### src/rtl/spi_slave_pkg.sv
// Shared types and constants for the SPI mode-0 byte slave.
package spi_slave_pkg;

  typedef enum logic {
    IDLE   = 1'b0,
    ACTIVE = 1'b1
  } spi_st_t;

  localparam int MIN_CLK_RATIO = 8;

endpackage

### src/rtl/sync_2ff.sv
// 1-bit two-flop synchroniser for pins asynchronous to clk.
// Resets to 0; a low cs held across reset then reads as no edge, so an interrupted frame is not re-entered.
module sync_2ff (
  input  logic clk,
  input  logic rst,
  input  logic d_i,
  output logic q_o
);

  logic meta_q;
  logic sync_q;

  always_ff @(posedge clk or posedge rst) begin
    if (rst) begin
      meta_q <= 1'b0;
      sync_q <= 1'b0;
    end else begin
      meta_q <= d_i;
      sync_q <= meta_q;
    end
  end

  assign q_o = sync_q;

endmodule

### src/rtl/spi_slave_byte.sv
// SPI mode-0 slave: oversampled pins, MOSI deserialised onto valid/ready, MISO fed from a one-entry holding register.
// Latency: 3 clk from an scl/cs pin edge to the registered response; rx side stalls by dropping bytes (sticky overrun).
module spi_slave_byte
  import spi_slave_pkg::*;
#(
  parameter int         CLK_FREC = 100000000,
  parameter int         SCL_FREC = 1000000,
  parameter logic [7:0] TX_IDLE  = 8'hFF
) (
  input  logic       clk,
  input  logic       rst,
  input  logic       cs,
  input  logic       scl,
  input  logic       mosi,
  output logic       miso,
  output logic [7:0] rx_data,
  output logic       rx_valid,
  input  logic       rx_ready,
  input  logic [7:0] tx_data,
  input  logic       tx_valid,
  output logic       tx_ready,
  output logic       busy,
  output logic       rx_overrun,
  output logic       tx_underrun
);

  if (CLK_FREC / SCL_FREC < MIN_CLK_RATIO) begin : g_ratio_check
    $error("spi_slave_byte: CLK_FREC / SCL_FREC must be at least %0d", MIN_CLK_RATIO);
  end

  logic cs_s, scl_s, mosi_s;

  sync_2ff u_sync_cs   (.clk(clk), .rst(rst), .d_i(cs),   .q_o(cs_s));
  sync_2ff u_sync_scl  (.clk(clk), .rst(rst), .d_i(scl),  .q_o(scl_s));
  sync_2ff u_sync_mosi (.clk(clk), .rst(rst), .d_i(mosi), .q_o(mosi_s));

  spi_st_t    state_q;
  logic       cs_prev_q, scl_prev_q;
  logic [2:0] bit_cnt_q;
  logic [6:0] rx_sh_q;
  logic [6:0] tx_sh_q;
  logic [7:0] hold_q;
  logic       hold_full_q;
  logic [7:0] rx_data_q;
  logic       rx_valid_q;
  logic       miso_q;
  logic       byte_done_q;
  logic       rx_ovr_q;
  logic       tx_udr_q;

  logic       cs_fall, cs_rise, scl_rise, scl_fall;
  logic       tx_wr, reload;
  logic [7:0] reload_d;
  logic [7:0] rx_byte_d;

  assign cs_fall   = cs_prev_q & ~cs_s;
  assign cs_rise   = ~cs_prev_q & cs_s;
  assign scl_rise  = scl_s & ~scl_prev_q;
  assign scl_fall  = ~scl_s & scl_prev_q;

  assign tx_ready  = ~hold_full_q & ~rst;
  assign tx_wr     = tx_valid & tx_ready;
  assign reload_d  = hold_full_q ? hold_q : TX_IDLE;
  assign rx_byte_d = {rx_sh_q, mosi_s};

  // The shift register reloads at frame start and on the fall closing each byte.
  assign reload = ((state_q == IDLE) && cs_fall) ||
                  ((state_q == ACTIVE) && !cs_rise && scl_fall && byte_done_q);

  always_ff @(posedge clk or posedge rst) begin
    if (rst) begin
      state_q     <= IDLE;
      cs_prev_q   <= 1'b0;
      scl_prev_q  <= 1'b0;
      bit_cnt_q   <= 3'd0;
      rx_sh_q     <= 7'd0;
      tx_sh_q     <= 7'd0;
      hold_q      <= 8'h00;
      hold_full_q <= 1'b0;
      rx_data_q   <= 8'h00;
      rx_valid_q  <= 1'b0;
      miso_q      <= 1'b0;
      byte_done_q <= 1'b0;
      rx_ovr_q    <= 1'b0;
      tx_udr_q    <= 1'b0;
    end else begin
      cs_prev_q  <= cs_s;
      scl_prev_q <= scl_s;

      if (rx_valid_q && rx_ready) rx_valid_q <= 1'b0;

      // A write in the reload cycle lands after the old byte has moved out.
      if (reload && hold_full_q) hold_full_q <= 1'b0;
      if (tx_wr) begin
        hold_q      <= tx_data;
        hold_full_q <= 1'b1;
      end

      case (state_q)
        IDLE: begin
          miso_q <= 1'b0;
          if (cs_fall) begin
            state_q     <= ACTIVE;
            bit_cnt_q   <= 3'd0;
            byte_done_q <= 1'b0;
            rx_ovr_q    <= 1'b0;
            tx_udr_q    <= ~hold_full_q;
            tx_sh_q     <= reload_d[6:0];
            miso_q      <= reload_d[7];
          end
        end
        ACTIVE: begin
          if (cs_rise) begin
            state_q     <= IDLE;
            miso_q      <= 1'b0;
            bit_cnt_q   <= 3'd0;
            byte_done_q <= 1'b0;
          end else begin
            if (scl_rise) begin
              rx_sh_q     <= rx_byte_d[6:0];
              bit_cnt_q   <= bit_cnt_q + 3'd1;
              byte_done_q <= (bit_cnt_q == 3'd7);
              if (bit_cnt_q == 3'd7) begin
                if (rx_valid_q && !rx_ready) begin
                  rx_ovr_q <= 1'b1;
                end else begin
                  rx_data_q  <= rx_byte_d;
                  rx_valid_q <= 1'b1;
                end
              end
            end
            if (scl_fall) begin
              byte_done_q <= 1'b0;
              if (byte_done_q) begin
                tx_sh_q <= reload_d[6:0];
                miso_q  <= reload_d[7];
                if (!hold_full_q) tx_udr_q <= 1'b1;
              end else begin
                tx_sh_q <= {tx_sh_q[5:0], 1'b0};
                miso_q  <= tx_sh_q[6];
              end
            end
          end
        end
      endcase
    end
  end

  assign miso        = miso_q;
  assign rx_data     = rx_data_q;
  assign rx_valid    = rx_valid_q;
  assign busy        = (state_q == ACTIVE);
  assign rx_overrun  = rx_ovr_q;
  assign tx_underrun = tx_udr_q;

endmodule

### config.mk
export PLATFORM = sky130hd
export DESIGN_NAME = spi_slave_byte
export DESIGN_NICKNAME = d
export VERILOG_FILES = /design/src/rtl/spi_slave_pkg.sv /design/src/rtl/sync_2ff.sv /design/src/rtl/spi_slave_byte.sv
export SDC_FILE = /design/constraint.sdc
export NUM_CORES = 1
export LEC_CHECK = 0
export CORE_UTILIZATION = 35
export CTS_CLUSTER_SIZE = 8
export DETAILED_ROUTE_END_ITERATION = 10
export PLACE_DENSITY_LB_ADDON = 0.3
export SYNTH_ARGS = -nofsm -noshare
export SYNTH_HDL_FRONTEND = slang
export SYNTH_SLANG_ARGS = --single-unit
### constraint.sdc
create_clock -name clk -period 2.1 [get_ports clk]
set_clock_uncertainty 0.1 [all_clocks]
set_input_delay 0.42 -clock clk [delete_from_list [all_inputs] [get_ports clk]]
set_output_delay 0.42 -clock clk [all_outputs]
set_load 0.05 [all_outputs]
==> results of run 1 <==
[per-stage QoR]
step	utilization [%]	worst slack [ns]	power, W
after global placement	44.6	0.0922	0.00192
after CTS	47.0	0.0817	0.00267
after global routing	47.0	0.0268	0.00279
after floorplan	-	0.208	0.00174
final	47.0	0.0941	0.00263
after detailed placement	44.6	0.0500	0.00195
[routing by layer]
metal  part of all wire (%)  vias up
met5                      0        -
met4                   0.57        0
met3                    4.7        4
met2                     48       28
met1                     47      589
li1                       -      571
[registers in the layout, indices dropped and copies added (netlist names), 3 cells and up]
name / count
tx_sh_q: 7
rx_sh_q: 7
rx_data: 8
bit_cnt_q: 3
hold_q: 8
[power breakdown]
| group | switching (W) | leakage (nW) | total (W) | internal, W |
|---|---|---|---|---|
| Combinational | 0.000305 | 0.440 | 0.000626 | 0.000321 |
| Sequential | 0.000132 | 0.592 | 0.00129 | 0.00116 |
| Clock | 0.000289 | 0.0645 | 0.000709 | 0.000420 |
[final timing paths]
path | slack, ns | cells after the start | start | to
min in group asynchronous | 0.39 | 2 | rst | hold_full_q
max | 0.09 | 1 | rx_data[3] | rx_data[3]
min reg2reg | 0.25 | 0 | u_sync_cs.meta_q | u_sync_cs.q_o
min | 0.25 | 0 | u_sync_cs.meta_q | u_sync_cs.q_o
max reg2reg | 0.15 | 5 | scl_prev_q | rx_data[3]
max in group asynchronous | 1.02 | 3 | rst | u_sync_mosi.meta_q
[cell usage in the layout, fill, tap and decap left out, drive strengths merged, types with 3 or more instances in the layout]
cell type / count
inv: 4
nand3b: 7
a21oi: 8
o21ai: 8
nor2: 9
nand2b: 3
mux2: 24
dfrtp: 48
clkdlybuf4s50: 26
a32o: 3
clkbuf: 7
ha: 4
buf: 6
[layout make-up]
class / count / area, um^2
clock buffers: 7 / 96.3
clock inverters: 1 / 30.0
fillers: 503 / 2790
inverters: 4 / 15.0
multi-input cells: 85 / 717
flip-flops and latches: 48 / 1200
well taps: 70 / 87.6
repair buffers: 32 / 330
[logic make-up (layout without fill, tap and decap cells)]
| group | after synthesis | count (layout) | share of synthesized area [%] |
|---|---|---|---|
| DFF | 48 | 48 | 60.9 |
| and+or+nand+nor | 29 | 29 | 9.07 |
| AOI/OAI and AO/OA | 28 | 28 | 9.39 |
| muxes | 24 | 24 | 15.2 |
| buffers and inverters | 11 | 44 | 2.92 |
| adders and majority gates | 4 | 4 | 2.54 |
==> results.py, run 1 <==
metrics = {
    "status": {
        "outcome": "completed",
    },
    "pwr": {
        "p_leak_nw": 1.10,
        "peakVddDrop_mv": 0.385,
        "powerDensity_mw_per_mm2": 1060,
    },
    "timing": {
        "slew_headroom_pct": 65.4,
        "hold_ws_ns": 0.254,
        "setup_tns_ns": 0,
        "rsz0062_at_grt": "false",
        "hold_viol": 0,
        "drv_slew": 0,
        "setup-violations-final": 0,
        "min_period_ns": 2.01,
        "fmax_ghz": 0.499,
        "period_share_pct": 95.5,
        "worst-slew-pin-transition_ns": 0.518,
    },
    "global_route": {
        "grt_overflow_total": 0,
        "grt_pass1_wl_um": 6090,
        "grt.total_usage_pct": 12.9,
        "use_met1_pct": 16.7,
        "grt_util_met3_pct": 3.93,
        "grt_pass1_vias": 1316,
        "busiest_layer": "met2",
        "antenna_found_initial": 0,
        "grt_start_max_net_pins": 31,
        "grt.met2_usage_pct": 21.1,
    },
    "final_layout": {
        "final_cells": 247,
        "num_antenna_cells": 0,
        "drive_gt1_share_pct": 24.9,
        "fin_area_mm2": 0.00248,
        "syn2layout_area_growth_pct": 25.6,
        "fin_nets": 195,
    },
    "synthesis": {
        "async_flop_share_pct": 100,
        "seq_area_frac_synth_pct": 60.9,
        "synth_cell_types": 31,
        "syn_nets": 163,
        "syn_area_mm2": 0.00197,
        "synth_top_cell_by_area": "dfrtp_1",
        "yosys-top-cells-area": "dfrtp_1 (61%), mux2_2 (9.1%), mux2_4 (6.1%), nand3b_1 (2.7%), ha_1 (2.5%)",
        "avgSynthCellArea_um2": 13.7,
        "yosysWarnings": 0,
        "synthMostInstantiatedCell": "dfrtp_1",
        "synthesis.instances": 144,
        "ys_ff_latch": 48,
        "synthFlopType": "dfrtp_1",
        "synthTopCellsByCount": "dfrtp_1 (48), mux2_2 (16), nor2_1 (9)",
        "yosys.area.top_type_share_pct": 60.9,
        "synth_edf_count": 0,
    },
    "critical_path": {
        "cpLargestDelayFamily": "buffers and inverters",
        "crit_path_end_kind": "primary output",
        "path_cells": "clkdlybuf4s50_1",
        "crit_fanout": 2,
        "required_ns": 1.58,
        "worstSetupStartpointType": "flop",
        "cpMaxStageDelayCell": "clkdlybuf4s50_1",
        "arrival_ns": 1.49,
        "cpPeakStageDelay_ns": 0.82,
        "worstSetupPathType": "flop to primary output",
        "crit_buf_inv": 1,
    },
    "place": {
        "globalplace.congestion": 0.748,
        "port_buffers": 28,
        "hpwl_um": 2400,
        "place_area_mm2": 0.00235,
        "dp_cells": 239,
    },
    "drt": {
        "wire_per_inst_um": 13.4,
        "num_vias": 1192,
        "drtIter0Drc": 32,
        "drc": 0,
        "ant_nets": 0,
        "vias_per_cell": 4.83,
        "drt_first_pass_iters": 5,
        "wirelength_um": 3320,
    },
    "clocking": {
        "ctsHoldBuffers": 0,
        "cts_made_buffers": 5,
        "clockBufferDepth": 2,
        "cts.clk_slew.worst_paths_ns": 0.08,
        "cts_resized": 0,
        "root_buffer": "clkbuf_8",
        "cts.sink_count": 48,
        "postCtsSetupRepairBufs": 0,
        "insertion_delay_ns": 0.29,
        "cts_tree": "done",
        "htreeDepth": 2,
    },
    "floorplan": {
        "ios": 29,
        "die_h_um": 77.1,
        "num_rows": 26,
        "initial_core_util_pct": 37.4,
        "dieArea_mm2": 0.00594,
        "core-area_mm2": 0.00527,
        "die_x_um": 77.1,
    },
    "min_path": {
        "hold_path.class": "flop to flop",
    },
    "job": {
        "cap_violations": 0,
    },
}
(Power assumes the default switching activity.)
==> run 2, diff against run 1 <==
--- a/config.mk
+++ b/config.mk
@@ -5,10 +5,10 @@
 export SDC_FILE = /design/constraint.sdc
 export NUM_CORES = 1
 export LEC_CHECK = 0
-export CORE_UTILIZATION = 35
+export CORE_UTILIZATION = 46
 export CTS_CLUSTER_SIZE = 8
 export DETAILED_ROUTE_END_ITERATION = 10
-export PLACE_DENSITY_LB_ADDON = 0.3
+export PLACE_DENSITY_LB_ADDON = 0.25
 export SYNTH_ARGS = -nofsm -noshare
 export SYNTH_HDL_FRONTEND = slang
 export SYNTH_SLANG_ARGS = --single-unit
==> run 2 against run 1 <==
Clock power decreased by 9.0%. Utilization increased by 13 points. Wire length increased by 0.96%. Sequential power about the same. Setup slack improved by 0.0061 ns. Register-to-register slack about the same. Total power decreased by 2.7%. Via count decreased by 0.25%. Non-clock buffer count unchanged. Critical path type unchanged.
==> results.py, run 2 (synthesis gave the netlist of run 1 again) <==
metrics = {
    "final_layout": {
        "fin_nets": 195,
        "final_cell_mix": "dfrtp_1 (48), clkdlybuf4s50_1 (26), mux2_2 (16)",
        "drive_gt1_share_pct": 24.3,
        "mostFrequentLayoutCell": "dfrtp_1",
        "num_antenna_cells": 0,
        "utilization_pct": 60.0,
        "syn2layout_area_growth_pct": 23.3,
    },
    "min_path": {
        "hp-start": "u_sync_mosi.meta_q",
        "hold_path.class": "flop to flop",
    },
    "global_route": {
        "grt_overflow_total": 0,
        "grt_start_max_net_pins": 20,
        "grt_pass1_vias": 1234,
        "grt_pass1_wl_um": 5420,
        "grt.total_usage_pct": 16.7,
        "antenna_found_initial": 0,
    },
    "drt": {
        "ant_nets": 0,
        "wire_per_inst_um": 14.8,
        "drtIter0Drc": 70,
        "vias_per_cell": 5.24,
        "wirelength_um": 3350,
        "drt_first_pass_iters": 4,
        "drc": 0,
        "num_vias": 1189,
    },
    "clocking": {
        "cts_made_buffers": 5,
        "ctsHoldBuffers": 0,
        "insertion_delay_ns": 0.30,
        "postCtsSetupRepairBufs": 0,
        "cts.sink_count": 48,
        "root_buffer": "clkbuf_8",
        "clockBufferDepth": 2,
        "htreeDepth": 2,
        "cts.clk_slew.worst_paths_ns": 0.08,
        "cts_resized": 0,
        "cts_tree": "done",
    },
    "critical_path": {
        "crit_start": "rx_data[0]",
        "arrival_ns": 1.48,
        "r2r-start": "scl_prev_q",
        "cpLargestDelayFamily": "buffers and inverters",
        "cpMaxStageDelayCell": "clkdlybuf4s50_1",
        "cpPeakStageDelay_ns": 0.81,
        "crit_path_end_kind": "primary output",
        "required_ns": 1.58,
        "crit_fanout": 2,
        "worstSetupStartpointType": "flop",
        "worstSetupPathType": "flop to primary output",
        "crit_buf_inv": 1,
        "path_cells": "clkdlybuf4s50_1",
    },
    "floorplan": {
        "ios": 29,
        "num_rows": 23,
        "die_h_um": 67.5,
        "core-area_mm2": 0.00406,
        "initial_core_util_pct": 48.6,
        "dieArea_mm2": 0.00456,
        "die_x_um": 67.5,
    },
    "status": {
        "outcome": "completed",
    },
    "timing": {
        "min_period_ns": 2.00,
        "setup_tns_ns": 0,
        "period_share_pct": 95.2,
        "rsz0062_at_grt": "false",
        "slew_headroom_pct": 65.8,
        "worst-slew-pin-transition_ns": 0.512,
        "fmax_ghz": 0.500,
        "hold_ws_ns": 0.257,
        "setup-violations-final": 0,
        "drv_slew": 0,
        "hold_viol": 0,
    },
    "pwr": {
        "fin_total_pwr_w": 0.00256,
        "powerDensity_mw_per_mm2": 1050,
        "p_leak_nw": 1.09,
        "peakVddDrop_mv": 0.407,
    },
    "job": {
        "cap_violations": 0,
    },
    "place": {
        "port_buffers": 28,
        "globalplace.congestion": 0.717,
        "hpwl_um": 2360,
    },
}
==> run 2: cell count changes in the layout (fill, tap and decap cells not counted), sizes merged <==
cell,delta
clkbuf,-1
clkinv,+1
==> run 2: area by class of cell <==
class                           instances  area (um^2)
Timing Repair Buffer                   32          330
Inverter                                4         15.0
Sequential cell                        48         1200
Clock inverter                          2         35.0
Clock buffer                            6         72.6
Multi-Input combinational cell         85          717
Tap cell                               50         62.6
Fill cell                             322         1620
==> run 2: through the flow <==
| stage | area, um^2 | instances | setup slack (ns) |
|---|---|---|---|
| finish | 2430 | 227 | 0.100 |
| global route | 2430 | 227 | 0.0318 |
| CTS | 2430 | 227 | 0.0922 |
| detailed placement | 2330 | 219 | 0.0475 |
| global placement | 2330 | 219 | 0.0830 |
| floorplan | 1980 | 144 | 0.208 |
==> run 2: worst reg2reg max path: cells and delay by family (launching register included) <==
family	cells	cell delay, ns
and+or+nand+nor	2	0.80
buffers and inverters	1	0.06
muxes	1	0.34
adders and majority gates	1	0.16
DFF	1	0.38
==> run 2: final timing paths <==
check	end	slack [ns]	cells past startpoint
max	rx_data[0]	0.10	1
min	u_sync_mosi.q_o	0.26	0
max reg2reg	rx_data[4]	0.14	5
min reg2reg	u_sync_mosi.q_o	0.26	0
max in group asynchronous	rx_sh_q[0]	0.99	3
min in group asynchronous	hold_q[1]	0.38	2
==> run 2: routing by layer <==
| layer | GRT usage [%] | wire [um] |
|---|---|---|
| met1 | 18.9 | 1460 |
| met2 | 28.0 | 1640 |
| met3 | 5.24 | 189 |
| met4 | 8.78 | 65 |
| met5 | 0 | 0 |
==> run 2: power by group <==
group	switching, W	internal, W	total, W
clock	0.000292	0.000353	0.000645
combinational	0.000289	0.000312	0.000602
sequential	0.000150	0.00116	0.00131
